==> src/rtl/alu_arbiter.sv <==
// alu_arbiter: round-robin sharing of one ALU between two valid/ready requesters.
// Optional MUL_2CYC_EN macro adds a MUL2 state giving `RMUL a two-cycle multicycle path.
`default_nettype none

`ifndef RA
`define RA   3'b000
`define RB   3'b001
`define RADD 3'b010
`define RSUB 3'b011
`define RAND 3'b100
`define ROR  3'b101
`define RXOR 3'b110
`define RMUL 3'b111
`endif

module alu_arbiter #(
    parameter int N = 8
) (
    input  logic         clk,
    input  logic         reset,
    input  logic [1:0]   req_valid,
    output logic [1:0]   req_ready,
    input  logic [N-1:0] req0_a,
    input  logic [N-1:0] req0_b,
    input  logic [2:0]   req0_func,
    input  logic [N-1:0] req1_a,
    input  logic [N-1:0] req1_b,
    input  logic [2:0]   req1_func,
    output logic [1:0]   rsp_valid,
    output logic [N-1:0] rsp_result,
    output logic         rsp_zf,
    output logic [N-1:0] alu_a,
    output logic [N-1:0] alu_b,
    output logic [2:0]   alu_func,
    input  logic [N-1:0] alu_result,
    input  logic         alu_zf
);

    typedef enum logic [1:0] {
        S_IDLE = 2'd0,
        S_EXEC = 2'd1,
`ifdef MUL_2CYC_EN
        S_RESP = 2'd2,
        S_MUL2 = 2'd3
`else
        S_RESP = 2'd2
`endif
    } state_e;

    state_e       state_q;
    logic         owner_q;
    logic         last_grant_q;
    logic [1:0]   rsp_valid_q;
    logic [N-1:0] rsp_result_q;
    logic         rsp_zf_q;
    logic [N-1:0] alu_a_q;
    logic [N-1:0] alu_b_q;
    logic [2:0]   alu_func_q;

    logic         winner;
    logic         accept;
    logic         capture;
    logic [N-1:0] sel_a;
    logic [N-1:0] sel_b;
    logic [2:0]   sel_func;

    always_comb begin
        // On a tie the requester that was not served last wins.
        winner   = (&req_valid) ? ~last_grant_q : req_valid[1];
        accept   = !reset && (|req_valid) && ((state_q == S_IDLE) || (state_q == S_RESP));
        req_ready = 2'b00;
        if (accept) begin
            req_ready = winner ? 2'b10 : 2'b01;
        end
        sel_a    = winner ? req1_a    : req0_a;
        sel_b    = winner ? req1_b    : req0_b;
        sel_func = winner ? req1_func : req0_func;
`ifdef MUL_2CYC_EN
        capture  = ((state_q == S_EXEC) && (alu_func_q != `RMUL)) || (state_q == S_MUL2);
`else
        capture  = (state_q == S_EXEC);
`endif
    end

    always_ff @(posedge clk or posedge reset) begin
        if (reset) begin
            state_q      <= S_IDLE;
            owner_q      <= 1'b0;
            last_grant_q <= 1'b1;
            rsp_valid_q  <= 2'b00;
            rsp_result_q <= '0;
            rsp_zf_q     <= 1'b0;
            alu_a_q      <= '0;
            alu_b_q      <= '0;
            alu_func_q   <= `RA;
        end else begin
            rsp_valid_q <= 2'b00;
            if (capture) begin
                rsp_result_q <= alu_result;
                rsp_zf_q     <= alu_zf;
                rsp_valid_q  <= owner_q ? 2'b10 : 2'b01;
                state_q      <= S_RESP;
            end else if (accept) begin
                // Accept in IDLE or in the RESP cycle itself for back-to-back ops.
                alu_a_q      <= sel_a;
                alu_b_q      <= sel_b;
                alu_func_q   <= sel_func;
                owner_q      <= winner;
                last_grant_q <= winner;
                state_q      <= S_EXEC;
            end else if (state_q == S_RESP) begin
                state_q      <= S_IDLE;
`ifdef MUL_2CYC_EN
            end else if (state_q == S_EXEC) begin
                state_q      <= S_MUL2;
`endif
            end
        end
    end

    assign rsp_valid  = rsp_valid_q;
    assign rsp_result = rsp_result_q;
    assign rsp_zf     = rsp_zf_q;
    assign alu_a      = alu_a_q;
    assign alu_b      = alu_b_q;
    assign alu_func   = alu_func_q;

endmodule

`default_nettype wire
==> config.mk <==
export PLATFORM = sky130hd
export DESIGN_NAME = alu_arbiter
export DESIGN_NICKNAME = d
export VERILOG_FILES = /design/src/rtl/alu_arbiter.sv
export SDC_FILE = /design/constraint.sdc
export NUM_CORES = 1
export LEC_CHECK = 0
export BUFFER_PORTS_ARGS = -buffer_cell sky130_fd_sc_hd__buf_2
export CORE_MARGIN = 1
export CORE_UTILIZATION = 46
export CTS_BUF_LIST = sky130_fd_sc_hd__clkbuf_8
export DETAILED_ROUTE_END_ITERATION = 16
export PLACE_DENSITY = 0.87
export SLEW_MARGIN = 20
export SYNTH_ARGS = -nofsm -noshare
export SYNTH_HDL_FRONTEND = slang
export SYNTH_SLANG_ARGS = --single-unit
==> constraint.sdc <==
create_clock -name clk -period 1.4 [get_ports clk]
set_input_delay 0.28 -clock clk [delete_from_list [all_inputs] [get_ports clk]]
set_output_delay 0.28 -clock clk [all_outputs]
set_load 0.02 [all_outputs]
# After elaboration in Yosys (flattened, before gate mapping)
# Index checks and enable logic that the tools add are counted.
# op_classes
n_eq_ne	2
bitwise_logic	2
muxes	11
reduce_logical	9
# ops
operator	count
$mux W8	2
$mux W2	7
$reduce_and A2 Y1	2
$mux W3	1
$reduce_bool A3 Y1	1
$eq A2 B1 Y1 const B	1
$eq A2 B2 Y1 const B	1
$logic_and A1 B1 Y1	2
$logic_not A2 Y1	1
$not A1 Y1	2
$reduce_or A2 Y1	1
$logic_not A1 Y1	1
$logic_or A1 B1 Y1	1
$mux W1	1
# totals
input_bits	51
ff_bits	34
out_inout_bits	32

# Longest topological paths before layout
# logic_depth
depth_word	5
ltp_mapped	4

# Worst setup path after synthesis
# OpenSTA, ideal clock, no wires.
# synth_timing
path_type	register to output
startpoint	register last_grant_q
endpoint	output req_ready[0]
n_path_buf	1
arrival_ns	0.989
path_slack_ns	0.131
required_time_ns	1.120
stages_incl_launch_ff	5
path_cell_list	dfstp_2 > nand2b_1 > nand3_1 > buf_2 > inv_1
# synth_between
elab_chain_len	4
# synth_rtl
item	line_no	rtl
start: declaration	52	logic last_grant_q;
start signal: assignment	109	last_grant_q <= winner;
$not A1 Y1	69	winner = (&req_valid) ? ~last_grant_q : req_valid[1];
$mux W1	69	
$mux W2	73	req_ready = winner ? 2'b10 : 2'b01;
$mux W2	72	if (accept) begin
end: declaration	22	output logic [1:0] req_ready,
# No other way between the ends.

# Worst setup path in the final report
# Ends and elaborated chain as after synthesis.

==> results_tabular.tex <==
\begin{tabular}{lr}
\hline
Metric & Value \\
\hline
\multicolumn{2}{l}{\textbf{Status}} \\
\quad Run status & finished with violations \\
\quad Violated checks & negative setup slack \\
\multicolumn{2}{l}{\textbf{Clocking}} \\
\quad Clk Tree Root Cell & clkbuf\_8 \\
\quad Insertion delay of the later-clocked pin in the worst-skew pair & 0.28 ns \\
\quad Total of hold buffers inserted after clock tree synthesis & 0 \\
\quad Number of buffers inserted during clock tree synthesis & 5 \\
\quad Clock slew at the register clock pins of the worst setup and hold paths & about 0.07 ns \\
\quad Clock tree from TritonCTS & done \\
\quad CTS H-Tree Depth & 2 \\
\quad Worst-case clock buffer depth & 2 \\
\quad Number of clock sinks & 34 \\
\multicolumn{2}{l}{\textbf{Setup path}} \\
\quad Critical path peak fanout & 3 \\
\quad Critical path class & register to output pin \\
\quad Required time of the critical path & roughly 1.1 ns \\
\quad Data arrival, critical path & about 1.2 ns \\
\quad Kind of start point of the critical path & register \\
\quad Cell count of the worst reg-to-reg path & 4 \\
\quad Crit end category & output pin \\
\multicolumn{2}{l}{\textbf{Detailed routing}} \\
\quad Vias after detailed routing & between 1,000 and 1,500 \\
\quad Routed len/inst & between 10 and 15 µm \\
\quad Wire length after detailed routing & around 3700 µm \\
\quad Number of DRC violations after detailed routing & 0 \\
\quad Pre-Repair DR Iteration Count & 4 \\
\quad Average via count per standard cell & between 4 and 5 \\
\quad Antenna-violating nets left & 0 \\
\quad First-iteration detailed-routing DRC count & 71 \\
\multicolumn{2}{l}{\textbf{Floorplan}} \\
\quad Die Outline Area & about 0.0036 mm² \\
\quad Initial cell density of the core & 49.4\% \\
\quad Floorplan die width & about 60 µm \\
\quad Core Box Area & 0.00310 mm² \\
\quad Total I/O pin count & between 80 and 90 \\
\quad Vertical extent of the die & roughly 60 µm \\
\quad Standard-cell rows & 20 \\
\multicolumn{2}{l}{\textbf{STA}} \\
\quad Max-slew headroom at the worst pin & between 70\% and 80\% \\
\quad Setup slack of the critical path after layout & -0.0390 ns \\
\quad Final Skew & 0.00629 ns \\
\quad Worst-case hold slack & approximately 0.044 ns \\
\quad Worst slew pin tran & between 0.3 and 0.4 ns \\
\quad Shortest clock period the worst path allows after layout & around 1.4 ns \\
\quad Final Hold Viols & 0 \\
\quad Crit share post-route & 103\% \\
\quad Final number of setup-violating endpoints & 2 \\
\quad Max Slew Vio Count & 0 \\
\quad Unrepaired setup endpoints after global routing & true \\
\quad Highest clock rate & about 0.69 GHz \\
\multicolumn{2}{l}{\textbf{Logic synthesis}} \\
\quad Syn Area/Cell & slightly above 10 µm² \\
\quad Sequential-to-total area share from yosys stat & 55.6\% \\
\quad Yosys reg bits & 34 \\
\quad Count of different cell masters after synthesis & 21 \\
\quad Post-Syn Area & roughly 0.0015 mm² \\
\quad Post-synthesis net count & roughly 200 \\
\quad Cell count after synthesis & between 100 and 150 \\
\quad Number of warnings printed during yosys synthesis & 0 \\
\multicolumn{2}{l}{\textbf{GRT}} \\
\quad Initial antenna violation count & 0 \\
\quad Largest net degree at the start of global routing & 25 \\
\quad Total GRT Usage & 22.2\% \\
\quad First-pass GRT wire length & 5780 µm \\
\quad Number of global-route vias before repair & 1,304 \\
\quad Overflow left after global routing & 0 \\
\multicolumn{2}{l}{\textbf{Pwr}} \\
\quad Total leakage power & 1.24 nW \\
\quad PwrDens & around 1800 mW/mm² \\
\quad Peak supply drop & 1.06 mV \\
\multicolumn{2}{l}{\textbf{Min path}} \\
\quad HP Class & input port to async pin \\
\multicolumn{2}{l}{\textbf{Job}} \\
\quad Reported max-cap violation count & 0 \\
\multicolumn{2}{l}{\textbf{Final layout}} \\
\quad Post-layout instance count excluding filler cells & 284 \\
\quad Layout cells sized above 1 & 50.4\% \\
\quad Number of inserted diodes & 0 \\
\quad Net total in the final layout & 290 \\
\quad Area growth from synthesis to final layout & 44.2\% \\
\multicolumn{2}{l}{\textbf{Placed design}} \\
\quad Count of input and output buffers & between 80 and 90 \\
\quad Post-placement cell count & around 270 \\
\quad Setup slack at placement & about 0.17 ns \\
\quad Post-DP HPWL & roughly 2700 µm \\
\quad Weighted congestion reported at the end of routability-driven placement & approximately 0.74 \\
\hline
\end{tabular}
==> report_power, final <==
part	switching, mW	internal, mW
registers	0.173	1.33
logic	0.842	0.597
clock network	0.338	0.759
total	1.35	2.69
==> state kept, by name, indices dropped and copies added, names as in the netlist <==
| signal | flops |
|---|---|
| last_grant_q | 1 |
| alu_b | 8 |
| owner_q | 1 |
| rsp_result | 8 |
| alu_a | 8 |
| state_q | 2 |
| alu_func | 3 |
| rsp_zf | 1 |
| rsp_valid | 2 |
==> layout make-up <==
class,count,area [µm²]
multi-input cells,64,500
inverters,41,154
repair buffers,93,505
clock buffers,6,82.6
flip-flops and latches,34,852
clock inverters,2,60.1
fillers,263,893
well taps,44,55.1
==> cells in the mapped netlist <==
master | count | area, µm²
mux2_1 | 2 | 22.5
nor2_2 | 2 | 12.5
o221ai_1 | 18 | 158
dfstp_2 | 1 | 26.3
mux2_2 | 7 | 78.8
o21ai_0 | 3 | 15.0
dfrtp_1 | 33 | 826
o21ai_2 | 1 | 8.76
nor2b_2 | 1 | 8.76
inv_1 | 41 | 154
nand2_1 | 4 | 15.0
o221ai_2 | 1 | 15.0
nand2b_1 | 1 | 6.26
nand3_1 | 2 | 10.0
o21ai_1 | 18 | 90.1
and2_1 | 1 | 6.26
or2_4 | 1 | 8.76
clkbuf_1 | 3 | 11.3
buf_2 | 4 | 20.0
buf_6 | 3 | 33.8
nor2b_1 | 1 | 6.26
==> through the flow <==
step | TNS (ns) | cell area [µm²] | utilization, % | power (mW)
global route | -0.154 | 2210 | 71.2 | 4.28
detailed placement | 0 | 2000 | 64.5 | 2.92
CTS | -0.0832 | 2200 | 70.9 | 4.06
finish | -0.0606 | 2210 | 71.2 | 4.04
floorplan | 0 | 1530 | - | 2.41
global placement | 0 | 2000 | 64.5 | 2.86
==> worst max-delay path: stages (launching register included) <==
cell	delay (ns)
dfstp_2	0.54
nand2b_4	0.13
nand3_4	0.06
inv_2	0.06
buf_6	0.10
==> final timing paths <==
kind	startpoint	endpoint	slack [ns]
max reg2reg	state_q[0]$_DFFE_PP0P_	rsp_zf$_DFFE_PP0P_	0.06
min in group clk	alu_result[2]	rsp_result[2]$_DFFE_PP0P_	0.21
max in group asynchronous	reset	last_grant_q$_DFFE_PP1P_	0.99
min	reset	rsp_result[5]$_DFFE_PP0P_	0.04
min reg2reg	owner_q$_DFFE_PP0P_	rsp_valid[0]$_DFF_PP0_	0.45
max	last_grant_q$_DFFE_PP1P_	req_ready[0]	-0.04
==> per-layer routing <==
layer | vias to the layer above | GRT usage, % | share of wire (%)
met5 | - | 0 | 0
met4 | 0 | 6.98 | 0.27
met3 | 2 | 4.98 | 6.0
met2 | 56 | 39.8 | 53
met1 | 675 | 26.1 | 40
li1 | 676 | - | -
==> what timing repair did <==
action / in CTS / in global routing
buffers inserted: 2 / 0
gates cloned: 0 / 1
pin swaps: 2 / 1
endpoints found under the hold margin: 0 / 0
setup endpoints to repair: 2 / 13
resized for setup: 11 / 1
==> placed cells by master (no fill, tap or decap), types with 3 or more instances in the layout <==
| master | netlist | final |
|---|---|---|
| buf_2 | 4 | 80 |
| inv_1 | 41 | 39 |
| dfrtp_1 | 33 | 33 |
| o21ai_1 | 18 | 18 |
| o221ai_1 | 18 | 18 |
| buf_4 | 0 | 11 |
| mux2_2 | 7 | 7 |
| clkbuf_8 | 0 | 6 |
| nand2_1 | 4 | 4 |
| o21ai_0 | 3 | 3 |
==> kinds of logic (layout without fill, tap and decap cells) <==
family | after synthesis | in the layout | synth area share [%]
buf+inv | 51 | 142 | 14.3
compound gates | 41 | 41 | 18.7
flops | 34 | 34 | 55.6
simple gates | 13 | 14 | 4.82
mux | 9 | 9 | 6.61
(Power assumes the default switching activity.)
